[src/rtl/rgb_bit_serializer.sv]
// rgb_bit_serializer: buffers parallel RGB pixels in a small FIFO and shifts them out
// LSB-first as three 1-bit streams in fixed 8-cycle words, zero-filling on underrun.
module rgb_bit_serializer #(
   parameter int DEPTH = 4,
   parameter int CW    = 16
) (
   input  logic                   clk,
   input  logic                   rst_n,
   input  logic                   enable,
   input  logic                   pix_valid,
   output logic                   pix_ready,
   input  logic [7:0]             pix_r,
   input  logic [7:0]             pix_g,
   input  logic [7:0]             pix_b,
   output logic                   pred,
   output logic                   pgreen,
   output logic                   pblue,
   output logic [2:0]             bit_idx,
   output logic                   frame_start,
   output logic                   busy,
   output logic [$clog2(DEPTH):0] fifo_level,
   output logic [CW-1:0]          underrun_cnt
);

   localparam int AW = $clog2(DEPTH);
   localparam int LW = AW + 1;
   localparam logic [LW-1:0] FULL_LEVEL = LW'(DEPTH);
   localparam logic [LW-1:0] PTR_ONE    = LW'(1);
   localparam logic [CW-1:0] CNT_ONE    = CW'(1);

   typedef enum logic [1:0] {
      IDLE  = 2'd0,
      RUN   = 2'd1,
      DRAIN = 2'd2
   } state_t;

   state_t        state;
   state_t        state_nxt;
   logic [2:0]    bit_nxt;
   logic          load;

   logic [23:0]   mem [DEPTH];
   logic [LW-1:0] wr_ptr;
   logic [LW-1:0] rd_ptr;
   logic [LW-1:0] level;
   logic [LW-1:0] level_nxt;
   logic          empty;
   logic          push;
   logic          pop;
   logic          ready_q;
   logic [23:0]   head;

   logic [7:0]    sr_r;
   logic [7:0]    sr_g;
   logic [7:0]    sr_b;

   // Pointers carry one extra wrap bit so full and empty are distinguishable.
   assign level     = wr_ptr - rd_ptr;
   assign empty     = (level == '0);
   assign push      = pix_valid && ready_q;
   assign pop       = load && !empty;
   assign level_nxt = level + {{AW{1'b0}}, push} - {{AW{1'b0}}, pop};
   assign head      = mem[rd_ptr[AW-1:0]];

   always_ff @(posedge clk or negedge rst_n) begin
      if (!rst_n) begin
         wr_ptr  <= '0;
         rd_ptr  <= '0;
         ready_q <= 1'b0;
      end else begin
         if (push) wr_ptr <= wr_ptr + PTR_ONE;
         if (pop)  rd_ptr <= rd_ptr + PTR_ONE;
         ready_q <= (level_nxt != FULL_LEVEL);
      end
   end

   always_ff @(posedge clk) begin
      if (push) mem[wr_ptr[AW-1:0]] <= {pix_r, pix_g, pix_b};
   end

   always_ff @(posedge clk or negedge rst_n) begin
      if (!rst_n) begin
         state   <= IDLE;
         bit_idx <= 3'd0;
      end else begin
         state   <= state_nxt;
         bit_idx <= bit_nxt;
      end
   end

   // A word always runs its full 8 bits; enable is only honoured at the bit-7 boundary.
   always_comb begin
      state_nxt = state;
      bit_nxt   = bit_idx;
      load      = 1'b0;
      case (state)
         IDLE: begin
            bit_nxt = 3'd0;
            if (enable) begin
               load      = 1'b1;
               state_nxt = RUN;
            end
         end
         RUN: begin
            bit_nxt = bit_idx + 3'd1;
            if (bit_idx == 3'd7) begin
               if (enable) load = 1'b1;
               else        state_nxt = IDLE;
            end else if (!enable) begin
               state_nxt = DRAIN;
            end
         end
         DRAIN: begin
            bit_nxt = bit_idx + 3'd1;
            if (bit_idx == 3'd7) state_nxt = IDLE;
            else if (enable)     state_nxt = RUN;
         end
         default: begin
            state_nxt = IDLE;
            bit_nxt   = 3'd0;
         end
      endcase
   end

   always_ff @(posedge clk or negedge rst_n) begin
      if (!rst_n) begin
         sr_r <= 8'd0;
         sr_g <= 8'd0;
         sr_b <= 8'd0;
      end else if (load) begin
         if (empty) begin
            sr_r <= 8'd0;
            sr_g <= 8'd0;
            sr_b <= 8'd0;
         end else begin
            {sr_r, sr_g, sr_b} <= head;
         end
      end else if (state_nxt == IDLE) begin
         sr_r <= 8'd0;
         sr_g <= 8'd0;
         sr_b <= 8'd0;
      end else begin
         sr_r <= sr_r >> 1;
         sr_g <= sr_g >> 1;
         sr_b <= sr_b >> 1;
      end
   end

   always_ff @(posedge clk or negedge rst_n) begin
      if (!rst_n) begin
         underrun_cnt <= '0;
      end else if (load && empty && (underrun_cnt != '1)) begin
         underrun_cnt <= underrun_cnt + CNT_ONE;
      end
   end

   assign pred        = sr_r[0];
   assign pgreen      = sr_g[0];
   assign pblue       = sr_b[0];
   assign busy        = (state != IDLE);
   assign frame_start = busy && (bit_idx == 3'd0);
   assign pix_ready   = ready_q;
   assign fifo_level  = level;

endmodule

[config.mk]
export PLATFORM = sky130hd
export DESIGN_NAME = rgb_bit_serializer
export DESIGN_NICKNAME = d
export VERILOG_FILES = /design/src/rtl/rgb_bit_serializer.sv
export SDC_FILE = /design/constraint.sdc
export NUM_CORES = 1
export LEC_CHECK = 0
export ABC_CLOCK_PERIOD_IN_PS = 7800
export CORE_MARGIN = 3
export CORE_UTILIZATION = 23
export DETAILED_ROUTE_END_ITERATION = 10
export PLACE_DENSITY = 0.36
export SYNTH_ARGS = -nofsm -noshare
export SYNTH_HDL_FRONTEND = slang
export SYNTH_SLANG_ARGS = --single-unit
[constraint.sdc]
create_clock -name clk -period 7.8 [get_ports clk]
set_input_delay 1.17 -clock clk [delete_from_list [all_inputs] [get_ports clk]]
set_output_delay 1.17 -clock clk [all_outputs]
set_load 0.03 [all_outputs]
Word-level counts from Yosys, hierarchy flattened
Memories as Yosys holds them, arrays and structs flattened.
Index checks and enable logic that the tools add are counted.
- bits in writable memories: 96
- output and inout bits: 28
- word-level logic and storage cells: 55
- memories: 1
- register bits: 52
- bits of input ports: 28
- reduce and logical (&&, ||, !) cells: 12
- eq/ne operators: 5
- add/subtract/negate cells: 7
- multiplexer cells: 21
- memory list (name ; depth ; width ; read ports ; clocked after Yosys merged registers in ; write ports ; RTL line ; RTL):
    mem ; 4 ; 24 ; 1 ; 0 ; 1 ; 42 ; logic [23:0] mem [DEPTH];
- operators by type and width (operator ; count):
    $mux 8 ; 6
    $mux 7 ; 3
    $add 16x1->16 const B ; 1
    $ne 16x16->1 const B ; 1
    $mux 2 ; 5
    $add 3x1->3 const B ; 3
    $logic_not 3->1 ; 2
    $pmux 2 s3 ; 1
    $logic_and 1x1->1 ; 5
    $logic_not 2->1 ; 2
    $mux 1 ; 4
    $add 3x1->3 ; 1
    $eq 3x3->1 const B ; 1
    $mux 3 ; 1
    $ne 3x3->1 const B ; 1
    $sub 3x1->3 ; 1
    $sub 3x3->3 ; 1
    $eq 2x1->1 const B ; 1
    $eq 2x2->1 const B ; 1
    $pmux 1 s2 ; 1
    $reduce_bool 2->1 ; 1
    $reduce_or 2->1 ; 1
    $logic_not 1->1 ; 1

Longest topological paths before layout
Gate-level depths: netlist of the first run.
- depth after elaboration: 6
- gate-level depth with buffers: 14
- mapped depth without buffers: 12

Least setup slack after synthesis of the first run
OpenSTA, ideal clock, no wires.
- path kind: flip-flop to flip-flop
- start point: register wr_ptr[0]
- end point: register ready_q (netlist: pix_ready)
- setup time: 0.131 ns
- path slack: 4.209 ns
- arrival time: 3.460 ns
- data required time: 7.669 ns
- path buffers: 2
- stages on the path, launching flop included: 15
- clock period less this slack: 3.591 ns
- cell sequence: dfrtp_1 -> inv_1 -> ha_1 -> fa_1 -> xor3_1 -> o211a_1 -> clkbuf_1 -> buf_2 -> ha_1 -> inv_1 -> ha_1 -> fa_1 -> xor2_1 -> xnor2_1 -> or3_1
- word-level cells in the longest chain between the ends: 6
- elaborated cells on any way between the ends: 7
- those cells by class: 3 x add/sub; 1 x eq/ne; 3 x reduce/logical
- RTL lines (element ; RTL line ; RTL):
    start: declaration ; 43 ; logic [LW-1:0] wr_ptr;
    start signal: assignment ; 71 ; if (push) wr_ptr <= wr_ptr + PTR_ONE;
    $sub 3x3->3 ; 58 ; assign level = wr_ptr - rd_ptr;
    net fifo_level[2] ; 21 ; output logic [$clog2(DEPTH):0] fifo_level,
    $logic_not 3->1 ; 59 ; assign empty = (level == '0);
    $logic_not 1->1 ; 61 ; assign pop = load && !empty;
    $logic_and 1x1->1 ; 61 ;
    net pop ; 49 ; logic pop;
    $sub 3x1->3 ; 62 ; assign level_nxt = level + {{AW{1'b0}}, push} - {{AW{1'b0}}, pop};
    $ne 3x3->1 ; 73 ; ready_q <= (level_nxt != FULL_LEVEL);
    end signal: assignment ; 73 ;
    end: declaration ; 50 ; logic ready_q;
The timed path passes the listed nets, and every way through them passes these cells.
A chain may end at the register's enable or synchronous reset.

Worst setup path after layout of the first run
- start point: register wr_ptr[0]
- end point: register ready_q (netlist: pix_ready)
- word-level cells in the longest chain between the ends: 6
- elaborated cells on any way between the ends: 7
- those cells by class: 3 x add/sub; 1 x eq/ne; 3 x reduce/logical
- RTL lines (element ; RTL line):
    $sub 3x3->3 * ; 58
    parallel branches: the longest is 3 deep, another holds $add 3x1->3 ; --
    $sub 3x1->3 * ; 62
    $ne 3x3->1 * ; 73
Every way passes the cells marked *.

==> impl_metrics.env, run 1 <==
export IMPL_gp_congestion=0.7400
export IMPL_post_cts_setup_buffers=0
export IMPL_start_util_pct=23.70
export IMPL_grt_overflow=0
export IMPL_critPathKind="register to register"
export IMPL_synth_top_area_share_pct=49.28
export IMPL_post_route_util_pct=29.76
export IMPL_rows=57
export IMPL_seq_area_frac_synth_pct=71.53
export IMPL_postRouteAntennaNets=0
export IMPL_syn_nets=369
export IMPL_synth_xor_area_share_pct=3.551
export IMPL_grt_pass1_vias=3243
export IMPL_cp_start_kind="register"
export IMPL_mostFrequentLayoutCells="edfxtp_1 (96), clkdlybuf4s50_1 (54), dfrtp_1 (51)"
export IMPL_grt_max_degree=53
export IMPL_power_density_mw_per_mm2=378.5
export IMPL_drc=0
export IMPL_status="completed"
export IMPL_vias=2956
export IMPL_place_hpwl_um=6885
export IMPL_ioPinCount=56
export IMPL_fin_skew_ns=0.009413
export IMPL_synth_edf_count=96
export IMPL_cts_htree_levels=4
export IMPL_nNetsFinal=434
export IMPL_gr_usage_all_layers_pct=9.472
export IMPL_synth_top_family_by_area="multiplexers"
export IMPL_cts_buffers_inserted=17
export IMPL_crit_required_ns=8.10
export IMPL_n_fill_cell=2473
export IMPL_insertedDiodeCount=0
export IMPL_clk_latency_ns=0.42
export IMPL_peakVddDrop_v=0.0001387
export IMPL_area_delta_synth_final_pct=25.56
export IMPL_power_leakage_nw=2.705
export IMPL_arrival_ns=4.12
export IMPL_postSynthCellCount=323
export IMPL_synthTopCellsByArea="edfxtp_1 (49%), dfrtp_1 (22%), mux4_2 (9.2%), ha_1 (3.4%), a22o_1 (3.1%)"
export IMPL_crit_family="adder cells"
export IMPL_drt_wl_total_um=11980
export IMPL_timing_critical_path_mode_cell="ha_1"
export IMPL_yosys_warnings=0
export IMPL_wl_per_cell_um=16.55
export IMPL_crit_chain="inv_1 > ha_1 > fa_1 > xor3_1 > o211a_1 > ha_1 > inv_1 > ha_1 > fa_1 > xor2_1 > xnor2_1 > or3_1"
export IMPL_power_total_w=0.002780
export IMPL_die_w_um=165.5
export IMPL_yosys_cell_types_count=36
export IMPL_hold_viol=0
export IMPL_tritoncts="done"
export IMPL_synth_flop_cell="edfxtp_1"
export IMPL_crit_buf_inv=2
export IMPL_drt_initial_drc_count=151
export IMPL_fp_dieH_um=165.5
export IMPL_synth_adder_area_share_pct=4.107
export IMPL_synthSimpleGateAreaFrac_pct=4.663
export IMPL_hold_class="register to register"
export IMPL_slowest_delay_ns=0.85
export IMPL_max_freq_mhz=261.4
export IMPL_synthArstFlopShare_pct=35.14
export IMPL_ctsHoldBuffers=0
export IMPL_clockBufferDepth=2
export IMPL_yosysTopAreaCell="edfxtp_1"
export IMPL_cp_end_kind="register"
export IMPL_synth_mux_area_share_pct=9.818
export IMPL_vias_per_cell=4.083
export IMPL_cts_sinks=148
export IMPL_slew_violations=0
export IMPL_cts_resized=0
export IMPL_grt_setup_unrepaired="false"
export IMPL_clk_pin_slew_ns=0.07
export IMPL_syn_cell_area_mm2=0.005849
export IMPL_crit_slowest_cell="o211a_1"
export IMPL_dr_pass1_iters=6
export IMPL_setup_tns_ns=0
export IMPL_setup_violations=0
export IMPL_cp_max_fo=28
export IMPL_worst_slew_pin_slew_ns=1.159
export IMPL_min_period_over_period_pct=49.05
export IMPL_portBuffers=55
export IMPL_die_area_mm2=0.02738
export IMPL_avgSynthCellArea_um2=18.11
export IMPL_period_needed_ns=3.826
export IMPL_design_core_area_mm2=0.02468
export IMPL_synth_seq_cells=148
export IMPL_clockRootBuffer="clkbuf_16"
export IMPL_final_layout_size_suffix_gt1_share_pct=17.00
export IMPL_antenna_found_initial=0
export IMPL_final_common_cell="edfxtp_1"
export IMPL_drv_cap=0
export IMPL_slew_headroom_pct=22.67
export IMPL_grt_pass1_wl_um=18960
export IMPL_synth_compound_gate_area_share_pct=4.428
-- power breakdown --
group	internal, W	total, W	switching (W)
clock network	0.000447	0.000794	0.000347
registers	0.00102	0.00108	0.0000625
logic	0.000403	0.000907	0.000504
total	0.00187	0.00278	0.000914
-- metal layers --
metal / vias to the layer above / wire, µm / global-route usage, %
met1: 1524 / 5506 / 12.25
li1: 1360 / - / -
met4: 0 / 74 / 2.949
met3: 6 / 524 / 3.193
met2: 66 / 5876 / 15.06
met5: - / 0 / 0
-- worst reg2reg max path: stages, from the launching register on --
cell     delay, ns
dfrtp_1       0.41
inv_1         0.10
ha_1          0.22
fa_1          0.38
xor3_1        0.34
o211a_1       0.85
ha_1          0.24
inv_1         0.05
ha_1          0.19
fa_1          0.38
xor2_1        0.16
xnor2_1       0.12
or3_1         0.30
-- stage by stage --
stage          cell area (µm²)  hold WS, ns  setup slack [ns]  instances
2_1_floorplan             5849       0.4424             4.209        323
3_3_place_gp              6780       0.4560             3.668        693
3_5_place_dp              6780       0.4508             3.630        693
4_1_cts                   7345       0.4658             3.879        724
5_1_grt                   7345       0.4864             3.669        724
6_report                  7345       0.4646             3.974        724
-- registers in the layout (all words and copies together) (netlist names) --
name,count
sr_g,8
rd_ptr,3
wr_ptr,3
mem,96
sr_r,8
sr_b,8
bit_idx,3
pix_ready,1
state,2
underrun_cnt,16
-- cells by family after synthesis --
logic type	Yosys count
flip-flops	148
AND/OR/NAND/NOR	51
AO/OA/AOI/OAI	30
buffers and inverters	27
multiplexers	27
XOR/XNOR	22
adder cells (fa/ha/maj)	18
-- path summary, 6_finish.rpt --
kind	startpoint	endpoint	slack [ns]	cells after the start
min in group asynchronous	rst_n	bit_idx[1]	0.89	2
max in group asynchronous	rst_n	rd_ptr[0]	6.39	2
worst max-delay path	wr_ptr[0]	pix_ready	3.97	12
worst min-delay path	sr_r[7]	sr_r[6]	0.46	1
worst max register to register	wr_ptr[0]	pix_ready	3.97	12
worst min register to register	sr_r[7]	sr_r[6]	0.46	1
-- area by class of cell --
| cell class | instances | area (µm²) | share of cell area (%) |
|---|---|---|---|
| clock buffers | 17 | 425.4 | 5.792 |
| clock inverters | 14 | 138.9 | 1.891 |
| inverters | 15 | 56.30 | 0.7666 |
| multi-input cells | 148 | 1565 | 21.31 |
| flip-flops and latches | 148 | 4185 | 56.98 |
| well taps | 324 | 405.4 | 5.520 |
| repair buffers | 58 | 568.0 | 7.734 |
-- cell usage after synthesis (all sizes together) (4+ instances only) --
master and count:
inv 15, buf 6, dfrtp 52, xnor2 17, and2 6, nor2 6, xor2 4, nand4 6
nand2 12, mux4 24, and3 6, ha 16, a22o 21, edfxtp 96, clkbuf 6, nand3 7
Note: power is estimated with default switching activity, not from simulation.
==> run 2, diff against run 1 <==
--- a/config.mk
+++ b/config.mk
@@ -5,11 +5,11 @@
 export SDC_FILE = /design/constraint.sdc
 export NUM_CORES = 1
 export LEC_CHECK = 0
-export ABC_CLOCK_PERIOD_IN_PS = 7800
+export ABC_CLOCK_PERIOD_IN_PS = 3300
 export CORE_MARGIN = 3
 export CORE_UTILIZATION = 23
 export DETAILED_ROUTE_END_ITERATION = 10
-export PLACE_DENSITY = 0.36
+export PLACE_DENSITY = 0.37
 export SYNTH_ARGS = -nofsm -noshare
 export SYNTH_HDL_FRONTEND = slang
 export SYNTH_SLANG_ARGS = --single-unit
==> constraint.sdc (replaced) <==
create_clock -name clk -period 3.3 [get_ports clk]
set_input_delay 0.495 -clock clk [delete_from_list [all_inputs] [get_ports clk]]
set_output_delay 0.495 -clock clk [all_outputs]
set_load 0.03 [all_outputs]
==> impl_metrics.env, run 2 (synthesized netlist as in run 1, its figures left out) <==
export IMPL_grt_overflow=0
export IMPL_cp_start_kind="register"
export IMPL_nNetsFinal=440
export IMPL_power_density_mw_per_mm2=888.4
export IMPL_max_freq_mhz=320.2
export IMPL_p_seq_share_pct=38.9
export IMPL_cts_sinks=148
export IMPL_worst_slew_pin_slew_ns=0.8424
export IMPL_die_area_mm2=0.02738
export IMPL_largest_register_ffs=96
export IMPL_grt_max_degree=35
export IMPL_fin_skew_ns=0.007919
export IMPL_status="completed"
export IMPL_portBuffers=55
export IMPL_clock_power_share_pct=27.4
export IMPL_grt_pass1_wl_um=19140
export IMPL_start_util_pct=23.70
export IMPL_min_period_over_period_pct=94.63
export IMPL_area_delta_synth_final_pct=26.31
export IMPL_drt_wl_total_um=12240
export IMPL_postPlaceCellArea_mm2=0.006842
export IMPL_drt_initial_drc_count=245
export IMPL_slew_violations=0
export IMPL_hold_viol=0
export IMPL_vias_per_cell=4.083
export IMPL_drv_cap=0
export IMPL_clockRootBuffer="clkbuf_16"
export IMPL_cp_end_kind="register"
export IMPL_cts_buffers_inserted=17
export IMPL_fp_dieH_um=165.5
export IMPL_wl_per_cell_um=16.74
export IMPL_die_w_um=165.5
export IMPL_final_layout_size_suffix_gt1_share_pct=17.94
export IMPL_internal_power_w=0.004453
export IMPL_antenna_found_initial=0
export IMPL_period_needed_ns=3.123
export IMPL_design_core_area_mm2=0.02468
export IMPL_grt_pass1_vias=3255
export IMPL_crit_required_ns=3.60
export IMPL_cts_resized=0
export IMPL_post_cts_setup_buffers=0
export IMPL_dr_pass1_iters=6
export IMPL_cp_max_fo=4
export IMPL_tritoncts="done"
export IMPL_clk_latency_ns=0.42
export IMPL_crit_chain="inv_2 > ha_4 > fa_2 > nand2_1 > o211a_1 > ha_1 > inv_1 > ha_2 > fa_2 > xor2_1 > xnor2_1 > or3_1"
export IMPL_setup_violations=0
export IMPL_power_leakage_nw=2.717
export IMPL_timing_critical_path_mode_cell="fa_2"
export IMPL_grt_setup_unrepaired="false"
export IMPL_insertedDiodeCount=0
export IMPL_vias=2985
export IMPL_reg2reg_depth=12
export IMPL_ctsHoldBuffers=0
export IMPL_postRouteAntennaNets=0
export IMPL_clk_pin_slew_ns=0.06
export IMPL_peakVddDrop_v=0.0003657
export IMPL_cts_htree_levels=4
export IMPL_gr_usage_all_layers_pct=9.609
export IMPL_design_area_mm2=0.007388
export IMPL_clockBufferDepth=2
export IMPL_p_comb_share_pct=33.7
export IMPL_setup_tns_ns=0
export IMPL_arrival_ns=3.42
export IMPL_stdcell_count=731
export IMPL_switchingPower_w=0.002111
export IMPL_crit_slowest_cell="fa_2"
export IMPL_critPathKind="register to register"
export IMPL_slew_headroom_pct=43.84
export IMPL_ioPinCount=56
export IMPL_slowest_delay_ns=0.59
export IMPL_place_hpwl_um=6989
export IMPL_rows=57
export IMPL_mostFrequentLayoutCells="edfxtp_1 (96), clkdlybuf4s50_1 (54), dfrtp_1 (51)"
export IMPL_p_sw_share_pct=32.17
export IMPL_n_fill_cell=2491
export IMPL_final_common_cell="edfxtp_1"
export IMPL_hold_class="primary input to async pin"
export IMPL_dp_cells=699
export IMPL_drc=0
export IMPL_gp_congestion=0.7371
==> run 2: changes by cell type in the layout (fill, tap and decap cells not counted), moves of 2 or more <==
cell	previous run	this run
fa_2	0	2
inv_6	6	3
fa_1	2	0
inv_8	2	0
and3_2	4	0
buf_4	3	9
ha_1	16	14
and3_1	2	6
clkbuf_1	0	4
==> run 2: power groups by stage <==
stage / Combinational (W) / Sequential, W / Clock (W)
final: 0.00221 / 0.00255 / 0.00180
after global routing: 0.00245 / 0.00259 / 0.00195
after CTS: 0.00231 / 0.00256 / 0.00187
after detailed placement: 0.00230 / 0.00259 / 0
after global placement: 0.00228 / 0.00259 / 0
after floorplan: 0.00149 / 0.00264 / 0
==> run 2: final timing paths <==
check / end / slack (ns) / startpoint
max: pix_ready / 0.18 / wr_ptr[0]
min: bit_idx[2] / 0.18 / rst_n
max reg2reg: pix_ready / 0.18 / wr_ptr[0]
min reg2reg: sr_r[5] / 0.47 / sr_r[6]
max in group asynchronous: sr_b[1] / 2.28 / rst_n
min in group clk: sr_r[5] / 0.47 / sr_r[6]
==> run 2: cell type report <==
| cell class | instances | area, µm² | share of cell area, % |
|---|---|---|---|
| clock inverter | 11 | 106.4 | 1.439 |
| multi-input combinational | 148 | 1582 | 21.41 |
| inverter | 15 | 56.30 | 0.7621 |
| sequential | 148 | 4185 | 56.65 |
| clock buffer | 21 | 440.4 | 5.961 |
| timing repair buffer | 64 | 613.1 | 8.298 |
| tap | 324 | 405.4 | 5.487 |
==> run 2: stage by stage <==
stage / hold slack (ns) / utilization (%) / power (W) / setup slack (ns)
after floorplan: 0.1994 / - / 0.004127 / 0.00005618
after global placement: 0.4537 / 27.73 / 0.004866 / 0.2343
after global routing: 0.2459 / 29.94 / 0.007001 / 0.04865
final: 0.1791 / 29.94 / 0.006564 / 0.1774
after detailed placement: 0.4575 / 27.73 / 0.004891 / 0.1552
after CTS: 0.1944 / 29.94 / 0.006740 / 0.1522
==> run 2: metal layers <==
metal	vias to the layer above	wire length [µm]	track usage, %
met3	15	627	2.893
met4	0	195	3.856
met1	1530	5717	12.40
met2	65	5695	15.13
met5	-	0	0
li1	1375	-	-
==> run 2: worst max-delay path: cells and delay by family, from the launching register on <==
kind	cells	cell delay [ns]
AO/OA/AOI/OAI	1	0.25
XOR/XNOR	2	0.28
AND/OR/NAND/NOR	2	0.39
buffers and inverters	2	0.13
flip-flops	1	0.41
adder cells (fa/ha/maj)	5	1.54
==> run 3, diff against run 2 <==
--- a/config.mk
+++ b/config.mk
@@ -9,7 +9,7 @@
 export CORE_MARGIN = 3
 export CORE_UTILIZATION = 23
 export DETAILED_ROUTE_END_ITERATION = 10
-export PLACE_DENSITY = 0.37
+export PLACE_DENSITY = 0.46
 export SYNTH_ARGS = -nofsm -noshare
 export SYNTH_HDL_FRONTEND = slang
 export SYNTH_SLANG_ARGS = --single-unit
==> impl_metrics.env, run 3 (synthesized netlist as in run 1, its figures left out) <==
export IMPL_status="completed"
export IMPL_top_usage_layer="met2"
export IMPL_ctsHoldBuffers=0
export IMPL_internal_power_w=0.004693
export IMPL_fp_dieH_um=165.5
export IMPL_arrival_ns=3.39
export IMPL_postRouteAntennaNets=0
export IMPL_drt_wl_total_um=11770
export IMPL_max_freq_mhz=322.0
export IMPL_gp_congestion=0.7476
export IMPL_ff_latch_area_mm2=0.004185
export IMPL_worst_slew_pin_slew_ns=0.7817
export IMPL_p_sw_share_pct=30.72
export IMPL_insertedDiodeCount=0
export IMPL_vias_per_cell=4.152
export IMPL_setup_tns_ns=0
export IMPL_min_period_over_period_pct=94.10
export IMPL_hold_viol=0
export IMPL_gr_usage_all_layers_pct=9.211
export IMPL_cts_resized=0
export IMPL_grt_pass1_wl_um=18660
export IMPL_critPathKind="register to register"
export IMPL_grt_max_degree=33
export IMPL_crit_required_ns=3.59
export IMPL_grtUsageMet1_pct=11.73
export IMPL_period_needed_ns=3.105
export IMPL_largest_register_ffs=96
export IMPL_tritoncts="done"
export IMPL_design_core_area_mm2=0.02468
export IMPL_grt_setup_unrepaired="false"
export IMPL_clock_power_share_pct=29.5
export IMPL_p_comb_share_pct=32.8
export IMPL_nNetsFinal=441
export IMPL_clockRootBuffer="clkbuf_16"
export IMPL_start_util_pct=23.70
export IMPL_post_cts_setup_buffers=0
export IMPL_portBuffers=55
export IMPL_met2_usage_pct=15.11
export IMPL_cts_buffers_inserted=17
export IMPL_fin_hold_ws_ns=0.1671
export IMPL_n_fill_cell=2481
export IMPL_use_met3_pct=2.719
export IMPL_clk_pin_slew_ns=0.06
export IMPL_wl_per_cell_um=16.08
export IMPL_multi_input_area_mm2=0.001582
export IMPL_drt_initial_drc_count=159
export IMPL_grt_overflow=0
export IMPL_cp_start_kind="register"
export IMPL_fin_skew_ns=0.007653
export IMPL_dr_pass1_iters=4
export IMPL_hold_class="primary input to async pin"
export IMPL_cts_htree_levels=4
export IMPL_slew_headroom_pct=47.89
export IMPL_p_seq_share_pct=37.7
export IMPL_antenna_found_initial=0
export IMPL_design_area_mm2=0.007478
export IMPL_cts_sinks=148
export IMPL_place_hpwl_um=7163
export IMPL_power_density_mw_per_mm2=905.7
export IMPL_postPlaceCellArea_mm2=0.006862
export IMPL_cp_max_fo=4
export IMPL_die_w_um=165.5
export IMPL_area_delta_synth_final_pct=27.85
export IMPL_peakVddDrop_v=0.0005301
export IMPL_grt_pass1_vias=3281
export IMPL_clockBufferDepth=2
export IMPL_power_leakage_nw=2.763
export IMPL_ioPinCount=56
export IMPL_final_common_cell="edfxtp_1"
export IMPL_setup_violations=0
export IMPL_rows=57
export IMPL_drv_cap=0
export IMPL_die_area_mm2=0.02738
export IMPL_drc=0
export IMPL_clk_latency_ns=0.41
export IMPL_final_layout_size_suffix_gt1_share_pct=18.14
export IMPL_slew_violations=0
export IMPL_cp_end_kind="register"
export IMPL_mostFrequentLayoutCells="edfxtp_1 (96), clkdlybuf4s50_1 (54), dfrtp_1 (51)"
export IMPL_vias=3039
export IMPL_switchingPower_w=0.002080
run 3: cell count changes in the layout (fill, tap and decap cells not counted), sizes merged:
cell / previous run / this run
buf: 10 / 11
bufinv: 1 / 4
clkbuf: 21 / 20
clkinv: 4 / 5
clkinvlp: 3 / 1
inv: 18 / 17
run 3: layer usage:
metal  vias to the layer above  wire [µm]  share of wire, %
met5                         -          0                 0
met4                         0        117              0.99
met3                         9        449               3.8
met2                        56       5762                49
met1                      1590       5444                46
li1                       1384          -                 -
run 3: layout make-up:
cell class / instances / area share (%)
flip-flops and latches: 148 / 55.96
multi-input cells: 148 / 21.15
repair buffers: 65 / 8.466
clock buffers: 20 / 5.839
well taps: 324 / 5.421
clock inverters: 12 / 2.409
inverters: 15 / 0.7529
run 3: per-stage QoR:
step / setup slack [ns] / util (%) / cells / power (W)
after CTS: 0.1751 / 30.31 / 732 / 0.006913
after global placement: 0.2568 / 27.81 / 700 / 0.004820
after detailed placement: 0.1692 / 27.81 / 700 / 0.004882
final: 0.1946 / 30.31 / 732 / 0.006773
after floorplan: 0.00005618 / - / 323 / 0.004127
after global routing: 0.04690 / 30.31 / 732 / 0.007192
run 3: power by group through the flow:
stage,sequential (W),clock (W),combinational (W)
after global routing,0.00260,0.00214,0.00245
after detailed placement,0.00260,0,0.00228
final,0.00256,0.00200,0.00222
after CTS,0.00257,0.00206,0.00229
after floorplan,0.00264,0,0.00149
after global placement,0.00258,0,0.00224
run 3: final timing paths:
path	startpoint	endpoint	slack (ns)	depth (start not counted)
max in group asynchronous	rst_n	sr_g[4]	2.43	2
setup / recovery	wr_ptr[0]	pix_ready	0.19	12
setup reg to reg	wr_ptr[0]	pix_ready	0.19	12
min in group clk	sr_b[6]	sr_b[5]	0.47	1
hold / removal	rst_n	bit_idx[1]	0.17	1
hold reg to reg	sr_b[6]	sr_b[5]	0.47	1
run 3: critical path, cell delays in order (launching register included):
cell	delay, ns
dfrtp_1	0.41
inv_2	0.08
ha_4	0.16
fa_2	0.59
nand2_1	0.10
o211a_1	0.25
ha_1	0.27
inv_1	0.04
ha_2	0.17
fa_2	0.35
xor2_1	0.15
xnor2_1	0.12
or3_1	0.30
